### config.mk
export PLATFORM = sky130hd
export DESIGN_NAME = axis_frame_gen
export DESIGN_NICKNAME = d
export VERILOG_FILES = /design/src/rtl/axis_gen_pkg.sv /design/src/rtl/axis_gen_pattern.sv /design/src/rtl/axis_frame_gen.sv
export SDC_FILE = /design/constraint.sdc
export NUM_CORES = 1
export LEC_CHECK = 0
export BUFFER_PORTS_ARGS = -buffer_cell sky130_fd_sc_hd__buf_2
export CAP_MARGIN = 5
export CORE_UTILIZATION = 45
export DETAILED_ROUTE_END_ITERATION = 10
export PLACE_DENSITY_LB_ADDON = 0.15
export SETUP_SLACK_MARGIN = 0.02
export SLEW_MARGIN = 10
export SYNTH_ARGS = -nofsm -noshare
export SYNTH_HDL_FRONTEND = slang
export SYNTH_SLANG_ARGS = --single-unit
### constraint.sdc
create_clock -name clk -period 12.9 [get_ports clk]
set_input_delay 0 -clock clk [delete_from_list [all_inputs] [get_ports clk]]
set_output_delay 0 -clock clk [all_outputs]
set_load 0.01 [all_outputs]
### src/rtl/axis_gen_pkg.sv
// Shared encodings for the AXI4-Stream frame generator.
// Holds fill-mode codes, FSM state type and a counter-width helper.
`timescale 1ns/1ps
package axis_gen_pkg;

    localparam logic [1:0] MODE_CONST = 2'd0;
    localparam logic [1:0] MODE_INC   = 2'd1;
    localparam logic [1:0] MODE_CHECK = 2'd2;
    localparam logic [1:0] MODE_LINE  = 2'd3;

    typedef enum logic {
        ST_IDLE = 1'b0,
        ST_RUN  = 1'b1
    } state_e;

    // Counter width for a modulo-n counter; never less than one bit.
    function automatic int cnt_width(input int n);
        return (n > 1) ? $clog2(n) : 1;
    endfunction

endpackage

### src/rtl/axis_gen_pattern.sv
// Combinational next-tdata function of mode, fill, beat count, x and y.
// Ports: mode, fill, n (beat in frame), x0 (x lsb), y (line) -> data.
`timescale 1ns/1ps
module axis_gen_pattern
    import axis_gen_pkg::*;
#(
    parameter int DW = 32,
    parameter int YW = 1
) (
    input  logic [1:0]    mode,
    input  logic [DW-1:0] fill,
    input  logic [DW-1:0] n,
    input  logic          x0,
    input  logic [YW-1:0] y,
    output logic [DW-1:0] data
);

    always_comb begin
        data = fill;
        unique case (1'b1)
            (mode == MODE_INC):   data = fill + n;
            (mode == MODE_CHECK): data = (x0 ^ y[0]) ? ~fill : fill;
            (mode == MODE_LINE):  data = DW'(y);
            default:              data = fill;
        endcase
    end

endmodule

### src/rtl/axis_frame_gen.sv
// AXI4-Stream test-pattern source: LINES x LINE_LENGTH beats per frame.
// Ports: clk, rst, enable, mode, fill_value in; M_AXIS tdata/tvalid/
// tlast/tuser out, tready in; frame_done pulse and busy status out.
`timescale 1ns/1ps
module axis_frame_gen
    import axis_gen_pkg::*;
#(
    parameter int DATA_WIDTH  = 32,
    parameter int LINE_LENGTH = 32,
    parameter int LINES       = 24
) (
    input  logic                  clk,
    input  logic                  rst,
    input  logic                  enable,
    input  logic [1:0]            mode,
    input  logic [DATA_WIDTH-1:0] fill_value,
    output logic [DATA_WIDTH-1:0] tdata,
    output logic                  tvalid,
    input  logic                  tready,
    output logic                  tlast,
    output logic                  tuser,
    output logic                  frame_done,
    output logic                  busy
);

    localparam int XW = cnt_width(LINE_LENGTH);
    localparam int YW = cnt_width(LINES);
    localparam logic [XW-1:0] X_LAST = XW'(LINE_LENGTH - 1);
    localparam logic [YW-1:0] Y_LAST = YW'(LINES - 1);

    state_e                state;
    logic [XW-1:0]         x;
    logic [YW-1:0]         y;
    logic [DATA_WIDTH-1:0] n;
    logic [1:0]            mode_q;
    logic [DATA_WIDTH-1:0] fill_q;

    logic                  xfer;
    logic                  eol;
    logic                  eof;
    logic                  latch;
    logic [XW-1:0]         nx;
    logic [YW-1:0]         ny;
    logic [DATA_WIDTH-1:0] nn;
    logic [1:0]            pat_mode;
    logic [DATA_WIDTH-1:0] pat_fill;
    logic [DATA_WIDTH-1:0] pat_data;
    logic                  nxt_last;
    logic                  nxt_user;

    assign xfer = tvalid & tready;
    assign eol  = (x == X_LAST);
    assign eof  = eol && (y == Y_LAST);

    // New mode/fill are taken at start-up and at a frame boundary only.
    assign latch = (state == ST_IDLE) ? enable
                                      : (xfer && eof && enable);

    // Position of the beat that follows the current one.
    always_comb begin
        nx = x + 1'b1;
        ny = y;
        nn = n + 1'b1;
        if (state == ST_IDLE || eof) begin
            nx = '0;
            ny = '0;
            nn = '0;
        end else if (eol) begin
            nx = '0;
            ny = y + 1'b1;
        end
    end

    assign pat_mode = latch ? mode : mode_q;
    assign pat_fill = latch ? fill_value : fill_q;
    assign nxt_last = (nx == X_LAST);
    assign nxt_user = (nx == '0) && (ny == '0);

    axis_gen_pattern #(
        .DW (DATA_WIDTH),
        .YW (YW)
    ) u_pattern (
        .mode (pat_mode),
        .fill (pat_fill),
        .n    (nn),
        .x0   (nx[0]),
        .y    (ny),
        .data (pat_data)
    );

    always_ff @(posedge clk or posedge rst) begin
        if (rst) begin
            state      <= ST_IDLE;
            x          <= '0;
            y          <= '0;
            n          <= '0;
            mode_q     <= MODE_CONST;
            fill_q     <= '0;
            tdata      <= '0;
            tvalid     <= 1'b0;
            tlast      <= 1'b0;
            tuser      <= 1'b0;
            frame_done <= 1'b0;
            busy       <= 1'b0;
        end else begin
            frame_done <= 1'b0;
            case (state)
                ST_IDLE: begin
                    if (enable) begin
                        mode_q <= mode;
                        fill_q <= fill_value;
                        x      <= nx;
                        y      <= ny;
                        n      <= nn;
                        tdata  <= pat_data;
                        tlast  <= nxt_last;
                        tuser  <= nxt_user;
                        tvalid <= 1'b1;
                        busy   <= 1'b1;
                        state  <= ST_RUN;
                    end
                end
                ST_RUN: begin
                    if (xfer) begin
                        x <= nx;
                        y <= ny;
                        n <= nn;
                        if (eof) begin
                            frame_done <= 1'b1;
                        end
                        if (eof && !enable) begin
                            tvalid <= 1'b0;
                            tlast  <= 1'b0;
                            tuser  <= 1'b0;
                            busy   <= 1'b0;
                            state  <= ST_IDLE;
                        end else begin
                            if (latch) begin
                                mode_q <= mode;
                                fill_q <= fill_value;
                            end
                            tdata <= pat_data;
                            tlast <= nxt_last;
                            tuser <= nxt_user;
                        end
                    end
                end
                default: state <= ST_IDLE;
            endcase
        end
    end

endmodule

==> results of run 1 <==
[repair_timing]
item                       CTS  global route
hold endpoints to repair    78             0
setup endpoints to repair    0             0
gates resized for setup      0             0
hold buffers                36             0
[how the worst min path moves through the flow]
stage                    from                      to  slack, ns  cells past startpoint
5_1_grt                   rst        n[7]$_DFFE_PP0P_       0.25                      3
6_report                  rst        n[7]$_DFFE_PP0P_       0.18                      3
3_3_place_gp              rst        n[7]$_DFFE_PP0P_       0.11                      2
3_5_place_dp              rst        n[7]$_DFFE_PP0P_       0.11                      2
4_1_cts                   rst        n[7]$_DFFE_PP0P_       0.20                      3
2_1_floorplan  fill_value[20]  fill_q[20]$_DFFE_PP0P_       0.15                      1
[routing by layer]
layer / part of all wire / routed length, um / track usage
met1: 0.46 / 10590 / 0.3356
met2: 0.47 / 10800 / 0.4250
met3: 0.046 / 1065 / 0.05259
met4: 0.022 / 501 / 0.09444
met5: 0 / 0 / 0
[final cells by class]
cell class / instances / area share
clock buffer: 25 / 0.05047
clock inverter: 6 / 0.008326
inverter: 16 / 0.006504
multi-input combinational: 756 / 0.5269
sequential: 113 / 0.2940
tap: 225 / 0.02927
timing repair buffer: 121 / 0.08456
[registers in the layout (all words and copies together) (netlist names)]
register	cells
fill_q	32
n	32
tdata	32
x	5
y	5
mode_q	2
busy	1
frame_done	1
state	1
tlast	1
tuser	1
[cell families after synthesis]
kind of cell | share of synthesized area
adder cells (fa/ha/maj) | 0.05913
multiplexers | 0.1020
AND/OR/NAND/NOR | 0.1910
flip-flops | 0.3462
buffers and inverters | 0.03661
AO/OA/AOI/OAI | 0.1878
XOR/XNOR | 0.07721
[cell usage after synthesis (all sizes together) (4+ instances only)]
master	count	share of area
xnor2	16	0.017
a221oi	9	0.0097
o21ai	61	0.037
a21o	19	0.017
clkbuf	23	0.011
dfrtp	113	0.35
mux2	64	0.088
a22oi	9	0.0083
a31oi	4	0.0031
nand4	13	0.011
ha	37	0.057
nand2	180	0.084
and3	11	0.0090
mux2i	10	0.014
o211ai	11	0.011
a21oi	46	0.030
a21boi	5	0.0046
nor3	5	0.0037
nor2	82	0.038
nand3	24	0.015
inv	16	0.0074
and2	8	0.0061
o31ai	17	0.017
o21a	5	0.0046
nor2b	4	0.0031
buf	27	0.019
xor2	56	0.060
nand2b	4	0.0031
a211oi	10	0.0098
[stage by stage]
stage               area (um^2)    util  worst slack [ns]  hold slack (ns)
detailed placement         8692  0.4956             7.726           0.1051
CTS                        9618  0.5484             7.710           0.1987
global placement           8692  0.4956             7.927           0.1052
global route               9618  0.5484             7.426           0.2518
floorplan                  8168       -             8.240           0.1506
finish                     9618  0.5484             7.631           0.1796
[worst min-delay path: cells and delay by family]
family / cells / cell delay (ns)
buf+inv: 3 / 1.06
[power groups by stage]
stage / Clock [W] / Combinational, W / Sequential (W)
finish: 0.000466 / 0.0000562 / 0.000366
global route: 0.000489 / 0.0000642 / 0.000367
CTS: 0.000475 / 0.0000569 / 0.000366
detailed placement: 0 / 0.0000485 / 0.000372
global placement: 0 / 0.0000484 / 0.000372
floorplan: 0 / 0.0000264 / 0.000373
==> results.sh, run 1 <==
export IMPL_antenna_cells_inserted=0
export IMPL_grt_usage=0.2590
export IMPL_syn_inst=935
export IMPL_dieHeight_um=136.7
export IMPL_clkPwrFrac=0.524
export IMPL_max_cap_viol_count=0
export IMPL_fin_setup_tns_ns=0
export IMPL_nFillCells=1638
export IMPL_setup_viol=0
export IMPL_gp_congestion=0.9413
export IMPL_yosysWarnings=0
export IMPL_yosysUniqueCellTypes=76
export IMPL_cts_tree="built"
export IMPL_path_depth=17
export IMPL_clkTransAtPathRegs_ns=0.05
export IMPL_max_stage_delay_ns=0.52
export IMPL_crit_slowest_cell="buf_4"
export IMPL_path_cells="ha_1 > and3_1 > ha_1 > and3_1 > a41o_2 > nand2_4 > buf_4 > mux2_2 > ha_1 > a21o_1 > a21o_1 > a211oi_1 > o21ai_0 > a31o_2 > a31oi_1 > xor2_1 > o211ai_1"
export IMPL_power_density_nw_per_um2=92.37
export IMPL_synth_seq_area_share=0.3462
export IMPL_grt_pass1_wl_um=36430
export IMPL_r2r_setup_slack_ns=7.63
export IMPL_boundaryPins=75
export IMPL_overflow=0
export IMPL_worst_pin_slew_ns=0.9326
export IMPL_layout_common_cells="nand2_1, dfrtp_1, nor2_1"
export IMPL_intPower_w=0.0006819
export IMPL_drive_above_1_share=0.1986
export IMPL_async_flop_share=1.000
export IMPL_syn_area_um2=8168
export IMPL_place_inst=1195
export IMPL_io_buffers=74
export IMPL_start_util=0.4658
export IMPL_vias=7177
export IMPL_status="completed"
export IMPL_route_detailed_drc=0
export IMPL_reg2reg_to="tdata[28]$_DFFE_PP0P_"
export IMPL_critPathTopFamily="compound AO/OA/AOI/OAI gates"
export IMPL_clock_skew_ns=0.004760
export IMPL_endpoint="tdata[28]$_DFFE_PP0P_"
export IMPL_hold_path_class="in -> async"
export IMPL_power_share_switching=0.2325
export IMPL_cts_buffer_depth=2
export IMPL_ir_drop_mv=0.09428
export IMPL_grt_pass1_vias=6880
export IMPL_die_w_um=136.7
export IMPL_core_area_um2=17540
export IMPL_place_detailed_hpwl_um=15640
export IMPL_final_cells=1262
export IMPL_final_common_cell="nand2_1"
export IMPL_ys_flop_type="dfrtp_1"
export IMPL_postSynthAreaPerCell_um2=8.736
export IMPL_ant_nets=0
export IMPL_fmax_mhz=189.8
export IMPL_antenna_found_initial=0
export IMPL_worstPathMaxFanout=34
export IMPL_arrival_ns=5.57
export IMPL_htree_num_levels=4
export IMPL_grt_setup_unrepaired="no"
export IMPL_grt_max_degree=71
export IMPL_synthToLayoutAreaGrowth_pct=17.75
export IMPL_via_per_inst=5.687
export IMPL_yosys_register_bits=113
export IMPL_comb_power_share=0.063
export IMPL_ff_latch_area_um2=2828
export IMPL_drt_pass1_iterations=5
export IMPL_finalCritPeriodShare=0.4084
export IMPL_path_buf_inv=1
export IMPL_cts_made_buffers=17
export IMPL_syn_nets=1011
export IMPL_setup_worst_path_start="x[0]$_DFFE_PP0P_"
export IMPL_fin_crit_ns=5.269
export IMPL_start_kind="flip-flop"
export IMPL_power_w=0.0008884
export IMPL_r2r_cells=17
export IMPL_multi_input_area_um2=5067
export IMPL_power_net_switching_w=0.0002066
export IMPL_cp_end_kind="flip-flop"
export IMPL_drtIter0Drc=476
export IMPL_finalHoldViolations=0
export IMPL_slew_violations=0
export IMPL_p_leak_nw=4.939
export IMPL_p_seq_frac=0.412
export IMPL_crit_top_cell="ha_1"
export IMPL_layout_nets=1101
export IMPL_cts_root_buf="clkbuf_16"
export IMPL_clk_latency_ns=0.43
export IMPL_r2r_start="x[0]$_DFFE_PP0P_"
export IMPL_post_cts_repair_setup_buffers=0
export IMPL_critPathKind="reg -> reg"
export IMPL_cts_sinks=113
export IMPL_die_area_um2=18690
export IMPL_fp_row_count=48
export IMPL_critPathRequiredTime_ns=13.20
export IMPL_wl_per_cell_um=18.18
export IMPL_relSlewSlack=0.3782
export IMPL_synth_edf_count=0
export IMPL_wl_um=22950
(Power assumes the default switching activity.)
==> run 2, diff against run 1 <==
==> constraint.sdc (replaced) <==
create_clock -name clk -period 4.9 [get_ports clk]
set_input_delay 0 -clock clk [delete_from_list [all_inputs] [get_ports clk]]
set_output_delay 0 -clock clk [all_outputs]
set_load 0.01 [all_outputs]
==> run 2 against run 1 <==
Compared with the run above: combinational power rose to 2.7 times the previous value; largest power group unchanged; clock power rose to 2.6 times the previous value; die area did not move; flip-flop and latch count did not move; wire length barely moved; hold slack got worse by 0.041 ns; sequential power rose to 2.6 times the previous value; cell count rose by 0.71%; worst setup slack got worse by 7.4 ns; non-clock buffer count rose by 11.
==> results.sh, run 2 (synthesis gave the netlist of run 1 again) <==
export IMPL_cts_made_buffers=17
export IMPL_grt_pass1_vias=6561
export IMPL_grt_pass1_wl_um=35590
export IMPL_power_density_nw_per_um2=239.3
export IMPL_setup_viol=0
export IMPL_start_kind="flip-flop"
export IMPL_clkTransAtPathRegs_ns=0.05
export IMPL_core_area_um2=17540
export IMPL_final_common_cell="nand2_1"
export IMPL_worstPathMaxFanout=14
export IMPL_route_detailed_drc=0
export IMPL_grt_setup_unrepaired="no"
export IMPL_worst_pin_slew_ns=0.8529
export IMPL_fp_row_count=48
export IMPL_start_util=0.4658
export IMPL_place_inst=1204
export IMPL_clk_latency_ns=0.43
export IMPL_grt_max_degree=65
export IMPL_place_detailed_hpwl_um=16130
export IMPL_multi_input_area_um2=5070
export IMPL_critPathKind="reg -> reg"
export IMPL_boundaryPins=75
export IMPL_critPathRequiredTime_ns=5.18
export IMPL_ir_drop_mv=0.2541
export IMPL_overflow=0
export IMPL_vias=7212
export IMPL_wl_per_cell_um=18.04
export IMPL_finalHoldViolations=0
export IMPL_placed_area_um2=8772
export IMPL_dieHeight_um=136.7
export IMPL_die_area_um2=18690
export IMPL_power_w=0.002326
export IMPL_cts_root_buf="clkbuf_16"
export IMPL_layout_nets=1112
export IMPL_htree_num_levels=4
export IMPL_hold_path_class="in -> reg"
export IMPL_clock_skew_ns=0.007555
export IMPL_status="completed"
export IMPL_grt_usage=0.2547
export IMPL_wl_um=22930
export IMPL_cts_sinks=113
export IMPL_ant_nets=0
export IMPL_cts_tree="built"
export IMPL_antenna_found_initial=0
export IMPL_top_regs="fill_q: 32 flops, n: 32 flops, tdata: 32 flops"
export IMPL_final_cells=1271
export IMPL_cp_end_kind="flip-flop"
export IMPL_synthToLayoutAreaGrowth_pct=18.96
export IMPL_fmax_mhz=216.1
export IMPL_gp_congestion=0.8980
export IMPL_finalInstanceArea_um2=9717
export IMPL_cts_buffer_depth=2
export IMPL_drive_above_1_share=0.2094
export IMPL_via_per_inst=5.674
export IMPL_layout_common_cells="nand2_1, dfrtp_1, nor2_1"
export IMPL_relSlewSlack=0.4314
export IMPL_drt_pass1_iterations=7
export IMPL_fin_crit_ns=4.627
export IMPL_die_w_um=136.7
export IMPL_nFillCells=1598
export IMPL_ff_latch_area_um2=2828
export IMPL_p_leak_nw=4.997
export IMPL_drtIter0Drc=372
export IMPL_slew_violations=0
export IMPL_fin_setup_tns_ns=0
export IMPL_antenna_cells_inserted=0
export IMPL_arrival_ns=4.91
export IMPL_io_buffers=74
export IMPL_finalCritPeriodShare=0.9443
export IMPL_max_cap_viol_count=0
-- run 2: cell count changes in the layout (fill, tap and decap cells not counted), sizes merged --
cell | previous run | this run
buf | 85 | 96
clkinv | 4 | 5
clkbuf | 25 | 22
-- run 2: through the flow --
| step | hold WS, ns | worst slack, ns | utilization |
|---|---|---|---|
| final | 0.1385 | 0.2729 | 0.5541 |
| after global routing | 0.1985 | 0.02474 | 0.5541 |
| after CTS | 0.1266 | 0.2419 | 0.5527 |
| after detailed placement | 0.2283 | 0.2683 | 0.5002 |
| after global placement | 0.2265 | 0.3573 | 0.5002 |
| after floorplan | 0.1506 | 0.2398 | - |
-- run 2: final timing paths --
| check | startpoint | endpoint | slack, ns | cells past startpoint |
|---|---|---|---|---|
| min | mode[0] | tdata[31]$_DFFE_PP0P_ | 0.14 | 4 |
| max | x[0]$_DFFE_PP0P_ | tdata[26]$_DFFE_PP0P_ | 0.27 | 17 |
| max reg2reg | x[0]$_DFFE_PP0P_ | tdata[26]$_DFFE_PP0P_ | 0.27 | 17 |
| min reg2reg | tdata[8]$_DFFE_PP0P_ | tdata[8]$_DFFE_PP0P_ | 0.48 | 2 |
| max in group asynchronous | rst | fill_q[30]$_DFFE_PP0P_ | 3.41 | 4 |
| min in group asynchronous | rst | n[8]$_DFFE_PP0P_ | 0.28 | 3 |
-- run 2: final cells by class --
class	instances	area share
well taps	225	0.02897
flip-flops and latches	113	0.2910
repair buffers	132	0.09426
clock buffers	22	0.04880
clock inverters	7	0.008756
multi-input cells	756	0.5218
inverters	16	0.006438
-- run 2: routing by layer --
layer	track usage	routed length, um	share of wire	up-vias
met1	0.3486	10780	0.47	3453
met2	0.3971	10590	0.46	190
met4	0.1037	633	0.028	0
met5	0	0	0	-
met3	0.04370	925	0.040	35
li1	-	-	-	3534
-- run 2: timing repair --
action,4_1_cts,5_1_grt
resized for setup,0,3
setup buffers,0,2
hold buffers,36,0
setup endpoints to repair,0,3
hold endpoints to repair,98,0
-- run 2: critical path: stages, from the launching register on --
cell,delay [ns]
dfrtp_1,0.43
ha_1,0.27
and3_1,0.20
ha_1,0.19
and3_1,0.23
a41o_2,0.32
nand2_4,0.20
mux2_2,0.36
ha_1,0.22
fa_1,0.42
a21o_1,0.20
a31o_2,0.26
a21oi_2,0.24
o31a_4,0.21
o31ai_4,0.12
a21boi_1,0.24
mux2i_1,0.23
o221ai_1,0.13
-- run 2: report_power, final --
group          switching (W)  internal (W)
Combinational      0.0000877     0.0000625
Clock               0.000438      0.000773
Sequential         0.0000130      0.000951
==> run 3, diff against run 2 <==
--- a/config.mk
+++ b/config.mk
@@ -5,6 +5,7 @@
 export SDC_FILE = /design/constraint.sdc
 export NUM_CORES = 1
 export LEC_CHECK = 0
+export ABC_AREA = 0
 export BUFFER_PORTS_ARGS = -buffer_cell sky130_fd_sc_hd__buf_2
 export CAP_MARGIN = 5
 export CORE_UTILIZATION = 45
==> constraint.sdc (replaced) <==
create_clock -name clk -period 4.9 [get_ports clk]
set_input_delay 0.735 -clock clk [delete_from_list [all_inputs] [get_ports clk]]
set_output_delay 0.735 -clock clk [all_outputs]
set_load 0.01 [all_outputs]
==> run 3 against run 2 <==
Compared with the run above: flip-flop and latch count stayed put; cell count is 2.5% lower; combinational power is 14% lower; clock power is 9% higher; clock skew hardly changed; global-route usage is 0.24 points higher; hold slack better by 0.17 ns; core utilization is 1.7 points lower; cell area is 3.1% lower; worst setup slack better by 0.0073 ns; critical endpoint unchanged.
==> results.sh, run 3 (synthesis gave the netlist of run 1 again) <==
export IMPL_gp_congestion=0.9137
export IMPL_hold_buffers=0
export IMPL_fin_setup_tns_ns=0
export IMPL_grt_max_degree=52
export IMPL_cts_root_buf="clkbuf_16"
export IMPL_worst_slack_ns=0.2802
export IMPL_hold_path_class="in -> async"
export IMPL_wl_per_cell_um=18.67
export IMPL_arrival_ns=4.89
export IMPL_finalHoldViolations=0
export IMPL_core_area_um2=17540
export IMPL_power_density_nw_per_um2=256.1
export IMPL_vias=7096
export IMPL_cts_made_buffers=17
export IMPL_layout_nets=1078
export IMPL_finalCritPeriodShare=0.9428
export IMPL_place_detailed_hpwl_um=16470
export IMPL_grt_pass1_vias=6594
export IMPL_die_w_um=136.7
export IMPL_p_leak_nw=4.876
export IMPL_boundaryPins=75
export IMPL_dieHeight_um=136.7
export IMPL_status="completed"
export IMPL_clk_latency_ns=0.42
export IMPL_drt_pass1_iterations=5
export IMPL_final_common_cell="nand2_1"
export IMPL_cts_buffer_depth=2
export IMPL_clock_skew_ns=0.007550
export IMPL_antenna_found_initial=1
export IMPL_relSlewSlack=0.5907
export IMPL_setup_viol=0
export IMPL_fin_crit_ns=4.620
export IMPL_grt_pass1_wl_um=36260
export IMPL_grt_usage=0.2572
export IMPL_cts_tree="built"
export IMPL_drive_above_1_share=0.2170
export IMPL_route_detailed_drc=0
export IMPL_via_per_inst=5.727
export IMPL_overflow=0
export IMPL_cts_sinks=113
export IMPL_cts_resized=0
export IMPL_ir_drop_mv=0.2140
export IMPL_die_area_um2=18690
export IMPL_start_kind="flip-flop"
export IMPL_fp_row_count=48
export IMPL_top_regs="fill_q: 32 flops, n: 32 flops, tdata: 32 flops"
export IMPL_start_util=0.4658
export IMPL_worstPathMaxFanout=13
export IMPL_synthToLayoutAreaGrowth_pct=15.33
export IMPL_grt_setup_unrepaired="no"
export IMPL_wl_um=23130
export IMPL_pre_cts_slack_ns=0.2561
export IMPL_critPathRequiredTime_ns=5.17
export IMPL_clkTransAtPathRegs_ns=0.06
export IMPL_worst_pin_slew_ns=0.6139
export IMPL_hold_slack_ns=0.3109
export IMPL_critPathKind="reg -> reg"
export IMPL_io_buffers=74
export IMPL_max_cap_viol_count=0
export IMPL_htree_num_levels=4
export IMPL_drtIter0Drc=542
export IMPL_antenna_cells_inserted=0
export IMPL_layout_common_cells="nand2_1, dfrtp_1, nor2_1"
export IMPL_ant_nets=0
export IMPL_slew_violations=0
export IMPL_r2r_setup_slack_ns=0.28
export IMPL_fmax_mhz=216.5
export IMPL_post_cts_repair_setup_buffers=0
export IMPL_cp_end_kind="flip-flop"
run 3: cell count changes in the layout (fill, tap and decap cells not counted), sizes merged:
cell         change
dlygate4sd3     -36
clkbuf           +5
clkinv           -4
buf              +2
bufinv           +1
run 3: critical path: stages, from the launching register on:
cell	delay (ns)
dfrtp_1	0.43
ha_1	0.27
and3_1	0.20
ha_1	0.19
and3_1	0.23
a41o_2	0.32
nand2_4	0.20
mux2_2	0.37
ha_1	0.23
fa_1	0.41
a21o_1	0.21
a31o_2	0.26
a21oi_2	0.22
o31a_4	0.21
o31ai_4	0.11
a21boi_1	0.24
mux2i_1	0.24
o221ai_1	0.13
run 3: area by class of cell:
| cell class | count | area (um^2) |
|---|---|---|
| Clock buffer | 27 | 523.0 |
| Clock inverter | 4 | 95.09 |
| Fill cell | 1667 | 8117 |
| Inverter | 16 | 62.56 |
| Multi-Input combinational cell | 756 | 5067 |
| Sequential cell | 113 | 2828 |
| Tap cell | 225 | 281.5 |
| Timing Repair Buffer | 98 | 563.0 |
run 3: path summary, 6_finish.rpt:
path / start / endpoint / depth (start not counted)
min reg2reg: tdata[4]$_DFFE_PP0P_ / tdata[4]$_DFFE_PP0P_ / 2
min: rst / fill_q[8]$_DFFE_PP0P_ / 2
min in group clk: tdata[4]$_DFFE_PP0P_ / tdata[4]$_DFFE_PP0P_ / 2
max: x[0]$_DFFE_PP0P_ / tdata[26]$_DFFE_PP0P_ / 17
max in group asynchronous: rst / fill_q[23]$_DFFE_PP0P_ / 3
max reg2reg: x[0]$_DFFE_PP0P_ / tdata[26]$_DFFE_PP0P_ / 17
run 3: metal layers:
metal / global-route usage / part of all wire / wire length, um
met5: 0 / 0 / 0
met2: 0.4067 / 0.47 / 10940
met1: 0.3464 / 0.45 / 10470
met4: 0.09321 / 0.030 / 688
met3: 0.05148 / 0.045 / 1031
run 3: stage by stage:
stage	power [W]	std cells	instance area, um^2	util
after floorplan	0.001052	935	8168	-
after global placement	0.001109	1206	8787	0.5011
after detailed placement	0.001110	1206	8787	0.5011
after CTS	0.002433	1237	9405	0.5363
after global routing	0.002497	1239	9420	0.5372
final	0.002412	1239	9420	0.5372
run 3: power by group:
part	switching, W	total [W]	leakage [nW]	internal [W]
registers	0.0000127	0.000964	1.56	0.000951
logic	0.0000839	0.000129	3.02	0.0000451
clock network	0.000441	0.00132	0.304	0.000879
total	0.000538	0.00241	4.88	0.00187
